## src/rtl/bus_initiator_bridge.sv

```systemverilog
// bus_initiator_bridge
//   Byte-stream-to-bus initiator. It parses a command byte stream (for example from a
//   UART RX), issues one access on the req/resp/fault bus, and waits for resp, fault or
//   timeout. It then returns a status byte, followed by read data, as a byte stream.
//
//   Command stream : OP {w_rb, 5'b0, sz[1:0]}, addr[4] LE, then wdata[4] LE for writes
//   Response stream: status (00 ok, 01 fault, 02 timeout, 03 bad opcode),
//                    then rdata[4] LE for an ok read only
//
// Ports
//   clk, rst                    clock, synchronous active-high reset
//   cmd_data/valid/ready        command byte stream in
//   rsp_data/valid/ready        response byte stream out
//   addr, w_rb, acc, wdata      bus request fields, stable from the req cycle until the
//                               access completes
//   rdata, resp, fault          bus response; resp/fault are ignored outside the access
//   req                         single-cycle request strobe
//   busy                        high whenever the bridge is not idle waiting for an OP byte

`ifndef BUS_WIDTH
`define BUS_WIDTH 32
`endif
`ifndef BUS_ACC_WIDTH
`define BUS_ACC_WIDTH 2
`endif
`ifndef BUS_ACC_1B
`define BUS_ACC_1B 2'b00
`endif
`ifndef BUS_ACC_2B
`define BUS_ACC_2B 2'b01
`endif
`ifndef BUS_ACC_4B
`define BUS_ACC_4B 2'b10
`endif

module bus_initiator_bridge #(
    parameter int unsigned ADDR_WIDTH = 32,
    parameter int unsigned TIMEOUT    = 255
) (
    input  logic                      clk,
    input  logic                      rst,
    input  logic [7:0]                cmd_data,
    input  logic                      cmd_valid,
    output logic                      cmd_ready,
    output logic [7:0]                rsp_data,
    output logic                      rsp_valid,
    input  logic                      rsp_ready,
    output logic [ADDR_WIDTH-1:0]     addr,
    output logic                      w_rb,
    output logic [`BUS_ACC_WIDTH-1:0] acc,
    output logic [`BUS_WIDTH-1:0]     wdata,
    input  logic [`BUS_WIDTH-1:0]     rdata,
    output logic                      req,
    input  logic                      resp,
    input  logic                      fault,
    output logic                      busy
);

    typedef enum logic [2:0] {
        StOp,
        StAddr,
        StWdata,
        StReq,
        StWait,
        StStat,
        StRdata
    } state_e;

    localparam logic [7:0] StatusOk      = 8'h00;
    localparam logic [7:0] StatusFault   = 8'h01;
    localparam logic [7:0] StatusTimeout = 8'h02;
    localparam logic [7:0] StatusBadOp   = 8'h03;

    // The timer counts wait cycles 0..TIMEOUT-1; the last value triggers the timeout.
    localparam int unsigned TimerWidth = (TIMEOUT < 2) ? 1 : $clog2(TIMEOUT);
    localparam logic [TimerWidth-1:0] TimerLast = TimerWidth'(TIMEOUT - 1);

    state_e                      state_q, state_d;
    logic [1:0]                  cnt_q, cnt_d;
    logic [TimerWidth-1:0]       timer_q, timer_d;
    logic [31:0]                 addr_buf_q, addr_buf_d;
    logic                        w_rb_q, w_rb_d;
    logic [`BUS_ACC_WIDTH-1:0]   acc_q, acc_d;
    logic [`BUS_WIDTH-1:0]       wdata_q, wdata_d;
    logic [`BUS_WIDTH-1:0]       rdata_q, rdata_d;
    logic [7:0]                  status_q, status_d;
    logic [7:0]                  rsp_data_q, rsp_data_d;
    logic                        req_q, req_d;
    logic                        cmd_ready_q, cmd_ready_d;
    logic                        rsp_valid_q, rsp_valid_d;
    logic                        busy_q, busy_d;

    logic       cmd_hs;
    logic       rsp_hs;
    logic       op_bad;
    logic [1:0] cnt_inc;

    assign cmd_hs  = cmd_valid & cmd_ready_q;
    assign rsp_hs  = rsp_valid_q & rsp_ready;
    assign op_bad  = (cmd_data[6:2] != 5'd0) || (cmd_data[1:0] == 2'd3);
    assign cnt_inc = cnt_q + 2'd1;

    always_comb begin
        state_d    = state_q;
        cnt_d      = cnt_q;
        timer_d    = timer_q;
        addr_buf_d = addr_buf_q;
        w_rb_d     = w_rb_q;
        acc_d      = acc_q;
        wdata_d    = wdata_q;
        rdata_d    = rdata_q;
        status_d   = status_q;
        rsp_data_d = rsp_data_q;

        unique case (state_q)
            StOp: begin
                if (cmd_hs) begin
                    if (op_bad) begin
                        // Reject without consuming any further bytes or touching the bus.
                        status_d   = StatusBadOp;
                        rsp_data_d = StatusBadOp;
                        state_d    = StStat;
                    end else begin
                        w_rb_d = cmd_data[7];
                        case (cmd_data[1:0])
                            2'd0:    acc_d = `BUS_ACC_1B;
                            2'd1:    acc_d = `BUS_ACC_2B;
                            default: acc_d = `BUS_ACC_4B;
                        endcase
                        cnt_d   = 2'd0;
                        state_d = StAddr;
                    end
                end
            end

            StAddr: begin
                if (cmd_hs) begin
                    addr_buf_d[{cnt_q, 3'b000} +: 8] = cmd_data;
                    cnt_d = cnt_inc;
                    if (cnt_q == 2'd3) begin
                        state_d = w_rb_q ? StWdata : StReq;
                    end
                end
            end

            StWdata: begin
                if (cmd_hs) begin
                    wdata_d[{cnt_q, 3'b000} +: 8] = cmd_data;
                    cnt_d = cnt_inc;
                    if (cnt_q == 2'd3) begin
                        state_d = StReq;
                    end
                end
            end

            StReq: begin
                // fault is only meaningful in the req cycle itself.
                if (fault) begin
                    status_d   = StatusFault;
                    rsp_data_d = StatusFault;
                    state_d    = StStat;
                end else begin
                    timer_d = '0;
                    state_d = StWait;
                end
            end

            StWait: begin
                // resp takes priority over a timeout expiring in the same cycle.
                if (resp) begin
                    rdata_d    = rdata;
                    status_d   = StatusOk;
                    rsp_data_d = StatusOk;
                    state_d    = StStat;
                end else if (timer_q == TimerLast) begin
                    status_d   = StatusTimeout;
                    rsp_data_d = StatusTimeout;
                    state_d    = StStat;
                end else begin
                    timer_d = timer_q + TimerWidth'(1);
                end
            end

            StStat: begin
                if (rsp_hs) begin
                    if ((status_q == StatusOk) && !w_rb_q) begin
                        cnt_d      = 2'd0;
                        rsp_data_d = rdata_q[7:0];
                        state_d    = StRdata;
                    end else begin
                        state_d = StOp;
                    end
                end
            end

            StRdata: begin
                if (rsp_hs) begin
                    cnt_d = cnt_inc;
                    if (cnt_q == 2'd3) begin
                        state_d = StOp;
                    end else begin
                        rsp_data_d = rdata_q[{cnt_inc, 3'b000} +: 8];
                    end
                end
            end

            default: state_d = StOp;
        endcase

        // Outputs are registered from the next state so they change with the state flop.
        req_d       = (state_d == StReq);
        cmd_ready_d = (state_d == StOp) || (state_d == StAddr) || (state_d == StWdata);
        rsp_valid_d = (state_d == StStat) || (state_d == StRdata);
        busy_d      = (state_d != StOp);
    end

    always_ff @(posedge clk) begin
        if (rst) begin
            state_q     <= StOp;
            cnt_q       <= 2'd0;
            timer_q     <= '0;
            addr_buf_q  <= 32'd0;
            w_rb_q      <= 1'b0;
            acc_q       <= `BUS_ACC_4B;
            wdata_q     <= '0;
            rdata_q     <= '0;
            status_q    <= 8'd0;
            rsp_data_q  <= 8'd0;
            req_q       <= 1'b0;
            cmd_ready_q <= 1'b1;
            rsp_valid_q <= 1'b0;
            busy_q      <= 1'b0;
        end else begin
            state_q     <= state_d;
            cnt_q       <= cnt_d;
            timer_q     <= timer_d;
            addr_buf_q  <= addr_buf_d;
            w_rb_q      <= w_rb_d;
            acc_q       <= acc_d;
            wdata_q     <= wdata_d;
            rdata_q     <= rdata_d;
            status_q    <= status_d;
            rsp_data_q  <= rsp_data_d;
            req_q       <= req_d;
            cmd_ready_q <= cmd_ready_d;
            rsp_valid_q <= rsp_valid_d;
            busy_q      <= busy_d;
        end
    end

    // Address bytes beyond ADDR_WIDTH are simply not forwarded.
    assign addr      = addr_buf_q[ADDR_WIDTH-1:0];
    assign w_rb      = w_rb_q;
    assign acc       = acc_q;
    assign wdata     = wdata_q;
    assign req       = req_q;
    assign cmd_ready = cmd_ready_q;
    assign rsp_valid = rsp_valid_q;
    assign rsp_data  = rsp_data_q;
    assign busy      = busy_q;

endmodule

```

## config.mk

```make
export PLATFORM = sky130hd
export DESIGN_NAME = bus_initiator_bridge
export DESIGN_NICKNAME = d
export VERILOG_FILES = /design/src/rtl/bus_initiator_bridge.sv
export SDC_FILE = /design/constraint.sdc
export NUM_CORES = 1
export LEC_CHECK = 0
export ABC_CLOCK_PERIOD_IN_PS = 4300
export CAP_MARGIN = 20
export CORE_ASPECT_RATIO = 0.5
export CORE_UTILIZATION = 42
export DETAILED_ROUTE_END_ITERATION = 10
export GPL_ROUTABILITY_DRIVEN = 0
export PLACE_DENSITY = 0.76
export SLEW_MARGIN = 30
export SYNTH_ARGS = -nofsm -noshare
export SYNTH_HDL_FRONTEND = slang
export SYNTH_SLANG_ARGS = --single-unit
```

## constraint.sdc

```tcl
create_clock -name clk -period 4.3 [get_ports clk]
set_input_delay 0.86 -clock clk [delete_from_list [all_inputs] [get_ports clk]]
set_output_delay 0.86 -clock clk [all_outputs]
set_load 0.05 [all_outputs]
```

==> metrics.txt <==
# TYPE chip_impl_metric gauge
chip_impl_metric{name="cts_repair_resizes",unit=""} 0
chip_impl_metric{name="count_of_inserted_antenna_diode_cells",unit=""} 0
chip_impl_metric{name="finish.cell_count_without_fillers",unit=""} 943
chip_impl_metric{name="postSynth.asyncResetShare",unit="%"} 0
chip_impl_metric{name="holdBufCountCts",unit=""} 0
chip_impl_metric{name="placement.io_buffers",unit=""} 124
chip_impl_info{name="slowest_stage",value="clkdlybuf4s50_1"} 1
chip_impl_info{name="final_common_cell",value="nand2_1"} 1
chip_impl_metric{name="grt_antenna_before_repair",unit=""} 0
chip_impl_metric{name="total_net_switching_power",unit="W"} 0.0008900
chip_impl_metric{name="power_frac_clock",unit="%"} 46.3
chip_impl_metric{name="fmax",unit="GHz"} 0.3638
chip_impl_metric{name="n_fill_cell",unit=""} 1042
chip_impl_metric{name="synth_cell_types",unit=""} 58
chip_impl_metric{name="post_route_cells_drive_above_1_share",unit="%"} 7.712
chip_impl_metric{name="hold_violations",unit=""} 0
chip_impl_info{name="cts_tree",value="yes"} 1
chip_impl_info{name="cp_cell_sequence",value="clkdlybuf4s50_1 > nor4_2 > and2_1 > nor3_1 > o31ai_1 > o211ai_1"} 1
chip_impl_metric{name="netlist_instances",unit=""} 669
chip_impl_metric{name="placed_area",unit="mm²"} 0.006741
chip_impl_metric{name="grt_pass1_wl",unit="µm"} 24420
chip_impl_metric{name="min_period",unit="ns"} 2.749
chip_impl_metric{name="setup_total_negative_slack",unit="ns"} 0
chip_impl_metric{name="post-route-period-util",unit="%"} 63.92
chip_impl_metric{name="yosysWarningCount",unit=""} 0
chip_impl_info{name="grt_setup_unrepaired",value="false"} 1
chip_impl_metric{name="dr.pass1.iters",unit=""} 6
chip_impl_metric{name="avgSynthCellArea",unit="µm²"} 8.141
chip_impl_metric{name="htree_num_levels",unit=""} 4
chip_impl_metric{name="max_stage_delay_on_crit_path",unit="ns"} 0.68
chip_impl_metric{name="r2r_slack",unit="ns"} 1.60
chip_impl_info{name="most-common-layout-cells",value="147 x nand2_1, 126 x dfxtp_1, 123 x clkdlybuf4s50_1"} 1
chip_impl_metric{name="synth-edff-count",unit=""} 0
chip_impl_metric{name="final_max_tran_viols",unit=""} 0
chip_impl_metric{name="dp.cells",unit=""} 912
chip_impl_metric{name="grt_max_degree",unit=""} 76
chip_impl_metric{name="die_span_y",unit="µm"} 82.53
chip_impl_metric{name="sequentialPowerShare",unit="%"} 38.8
chip_impl_metric{name="fp.dieArea",unit="mm²"} 0.01346
chip_impl_metric{name="top_level_ports",unit=""} 125
chip_impl_info{name="cts_root_buf",value="clkbuf_16"} 1
chip_impl_metric{name="post_drt_wl_per_cell",unit="µm"} 16.33
chip_impl_info{name="path_delay_family",value="simple AND/OR/NAND/NOR gates"} 1
chip_impl_metric{name="cts_setup_buffers",unit=""} 0
chip_impl_metric{name="switching_share",unit="%"} 27.31
chip_impl_metric{name="clock_path_buffers",unit=""} 2
chip_impl_metric{name="dr_total_vias",unit=""} 5166
chip_impl_metric{name="grt_pass1_vias",unit=""} 4760
chip_impl_metric{name="setup_viol",unit=""} 0
chip_impl_metric{name="critical_path_peak_fanout",unit=""} 9
chip_impl_metric{name="grt_remaining_overflow",unit=""} 0
chip_impl_metric{name="worstPathArrival",unit="ns"} 3.00
chip_impl_metric{name="finalNetCount",unit=""} 820
chip_impl_metric{name="powerDensity",unit="mW/mm²"} 442.7
chip_impl_info{name="timing.hold.worst.class",value="reg -> reg"} 1
chip_impl_info{name="run_status",value="finished, final reports clean"} 1
chip_impl_metric{name="max_slew_margin",unit="%"} 50.01
chip_impl_info{name="startpoint_type",value="input port"} 1
chip_impl_metric{name="cts_inserted_buffers",unit=""} 17
chip_impl_metric{name="grt_util_all_layers",unit="%"} 23.66
chip_impl_metric{name="p_leak",unit="nW"} 2.461
chip_impl_metric{name="syn_to_final_growth",unit="%"} 35.15
chip_impl_metric{name="fp-row-count",unit=""} 28
chip_impl_metric{name="total_half_perimeter_wirelength_after_legalization_and_detailed_placement",unit="µm"} 10730
chip_impl_metric{name="fp.dieW",unit="µm"} 163.0
chip_impl_metric{name="syn-cell-area",unit="mm²"} 0.005446
chip_impl_metric{name="final.setup_skew",unit="ns"} 0.009760
chip_impl_metric{name="clock_sinks",unit=""} 126
chip_impl_metric{name="timing_worst_slew_pin_value",unit="ns"} 0.7499
chip_impl_metric{name="synthesis.nets",unit=""} 723
chip_impl_info{name="timing.setup.critical_path_class",value="in -> reg"} 1
chip_impl_metric{name="power.ir.vdd_worst",unit="mV"} 0.2331
chip_impl_metric{name="yosysSeqAreaShare",unit="%"} 46.31
chip_impl_metric{name="floorplan.initialDensity",unit="%"} 44.55
chip_impl_metric{name="core-area",unit="mm²"} 0.01223
chip_impl_metric{name="utilization_of_the_core_after_routing",unit="%"} 60.20
chip_impl_metric{name="max-cap-violations",unit=""} 0
chip_impl_metric{name="p_int",unit="W"} 0.002369
chip_impl_metric{name="detail_route.vias_per_cell",unit=""} 5.478
chip_impl_info{name="endpoint_kind",value="flop"} 1
chip_impl_metric{name="worst-path-buf-inv",unit=""} 1
chip_impl_metric{name="layout.cell_area.non_filler",unit="mm²"} 0.007361
chip_impl_metric{name="postSynthRegisterBits",unit=""} 126
chip_impl_metric{name="report.power.total",unit="W"} 0.003259
chip_impl_metric{name="cts.clk_slew.worst_paths",unit="ns"} 0.06
chip_impl_info{name="postSynth.topFlopCell",value="dfxtp_1"} 1
chip_impl_metric{name="cp.required",unit="ns"} 4.55
chip_impl_metric{name="detail_route.drc_violations",unit=""} 0
chip_impl_metric{name="detailedRoute.firstIterationViolations",unit=""} 483
chip_impl_metric{name="routed_wirelength",unit="µm"} 15400
chip_impl_metric{name="worst_skew_pair.late_latency",unit="ns"} 0.42
chip_impl_metric{name="power.combinational.fraction",unit="%"} 14.9
chip_impl_metric{name="drtAntennaViolNets",unit=""} 0
## kinds of logic after synthesis
| family | Yosys count | synth area share (%) |
|---|---|---|
| simple gates | 295 | 25.57 |
| mux | 13 | 4.250 |
| fa+ha+maj | 8 | 1.838 |
| xor+xnor | 3 | 0.4825 |
| buf+inv | 66 | 4.962 |
| flops | 126 | 46.31 |
| compound gates | 158 | 16.59 |
## worst min-delay path: stages, from the launching register on
cell	delay, ns
dfxtp_1	0.30
nand2_1	0.05
a21oi_1	0.05
## cell type report
type | instances | area, µm² | area share [%]
multi-input cells | 477 | 2669 | 36.26
repair buffers | 132 | 1299 | 17.64
well taps | 165 | 206.4 | 2.805
flip-flops and latches | 126 | 2522 | 34.27
inverters | 12 | 45.04 | 0.6119
clock buffers | 17 | 425.4 | 5.779
clock inverters | 14 | 193.9 | 2.635
## synth_stat cells, types with 6 or more instances
library cell | instances | area (µm²)
buf_1 | 8 | 30.03
nand2b_1 | 14 | 87.58
mux4_2 | 8 | 180.2
ha_1 | 8 | 100.1
inv_1 | 12 | 45.04
nand2_1 | 147 | 551.8
o21ai_0 | 12 | 60.06
or4_1 | 7 | 52.55
nor2_1 | 18 | 67.56
a21oi_1 | 111 | 555.5
a22oi_1 | 6 | 45.04
buf_2 | 9 | 45.04
and2_1 | 10 | 62.56
dfxtp_1 | 126 | 2522
nand3_1 | 70 | 350.3
clkbuf_1 | 35 | 131.4
## layer usage
metal,wire length (µm),track usage (%),vias up
met3,1289,5.544,23
met1,7180,32.98,2418
met2,6737,36.04,210
met5,0,0,-
li1,-,-,2515
met4,193,7.944,0
## path summary, 6_finish.rpt
kind	endpoint	from	cells after the start
min reg2reg	wdata[15]	wdata[15]	2
max reg2reg	rsp_data[4]	cnt_q[0]	7
max	busy	cmd_data[3]	6
min	wdata[15]	wdata[15]	2
## power groups by stage
stage	clock network [W]	registers, W	logic, W
floorplan	0	0.00134	0.000271
global placement	0	0.00129	0.000470
detailed placement	0	0.00129	0.000481
CTS	0.00152	0.00126	0.000483
global route	0.00157	0.00127	0.000532
finish	0.00151	0.00126	0.000487
## flip-flops by register name, indices dropped and copies added, names as in the netlist, 2 cells and up
register  count
status_q      2
state_q       3
acc           2
wdata        32
rsp_data      8
rdata_q      32
cnt_q         2
addr         32
timer_q       8
## stage by stage
step	setup WS (ns)	hold slack [ns]
2_1_floorplan	1.994	0.4332
3_3_place_gp	1.360	0.4416
3_5_place_dp	1.257	0.4465
4_1_cts	1.587	0.4542
5_1_grt	1.414	0.4769
6_report	1.551	0.4535
No activity file was read; power rests on OpenSTA's default activity.
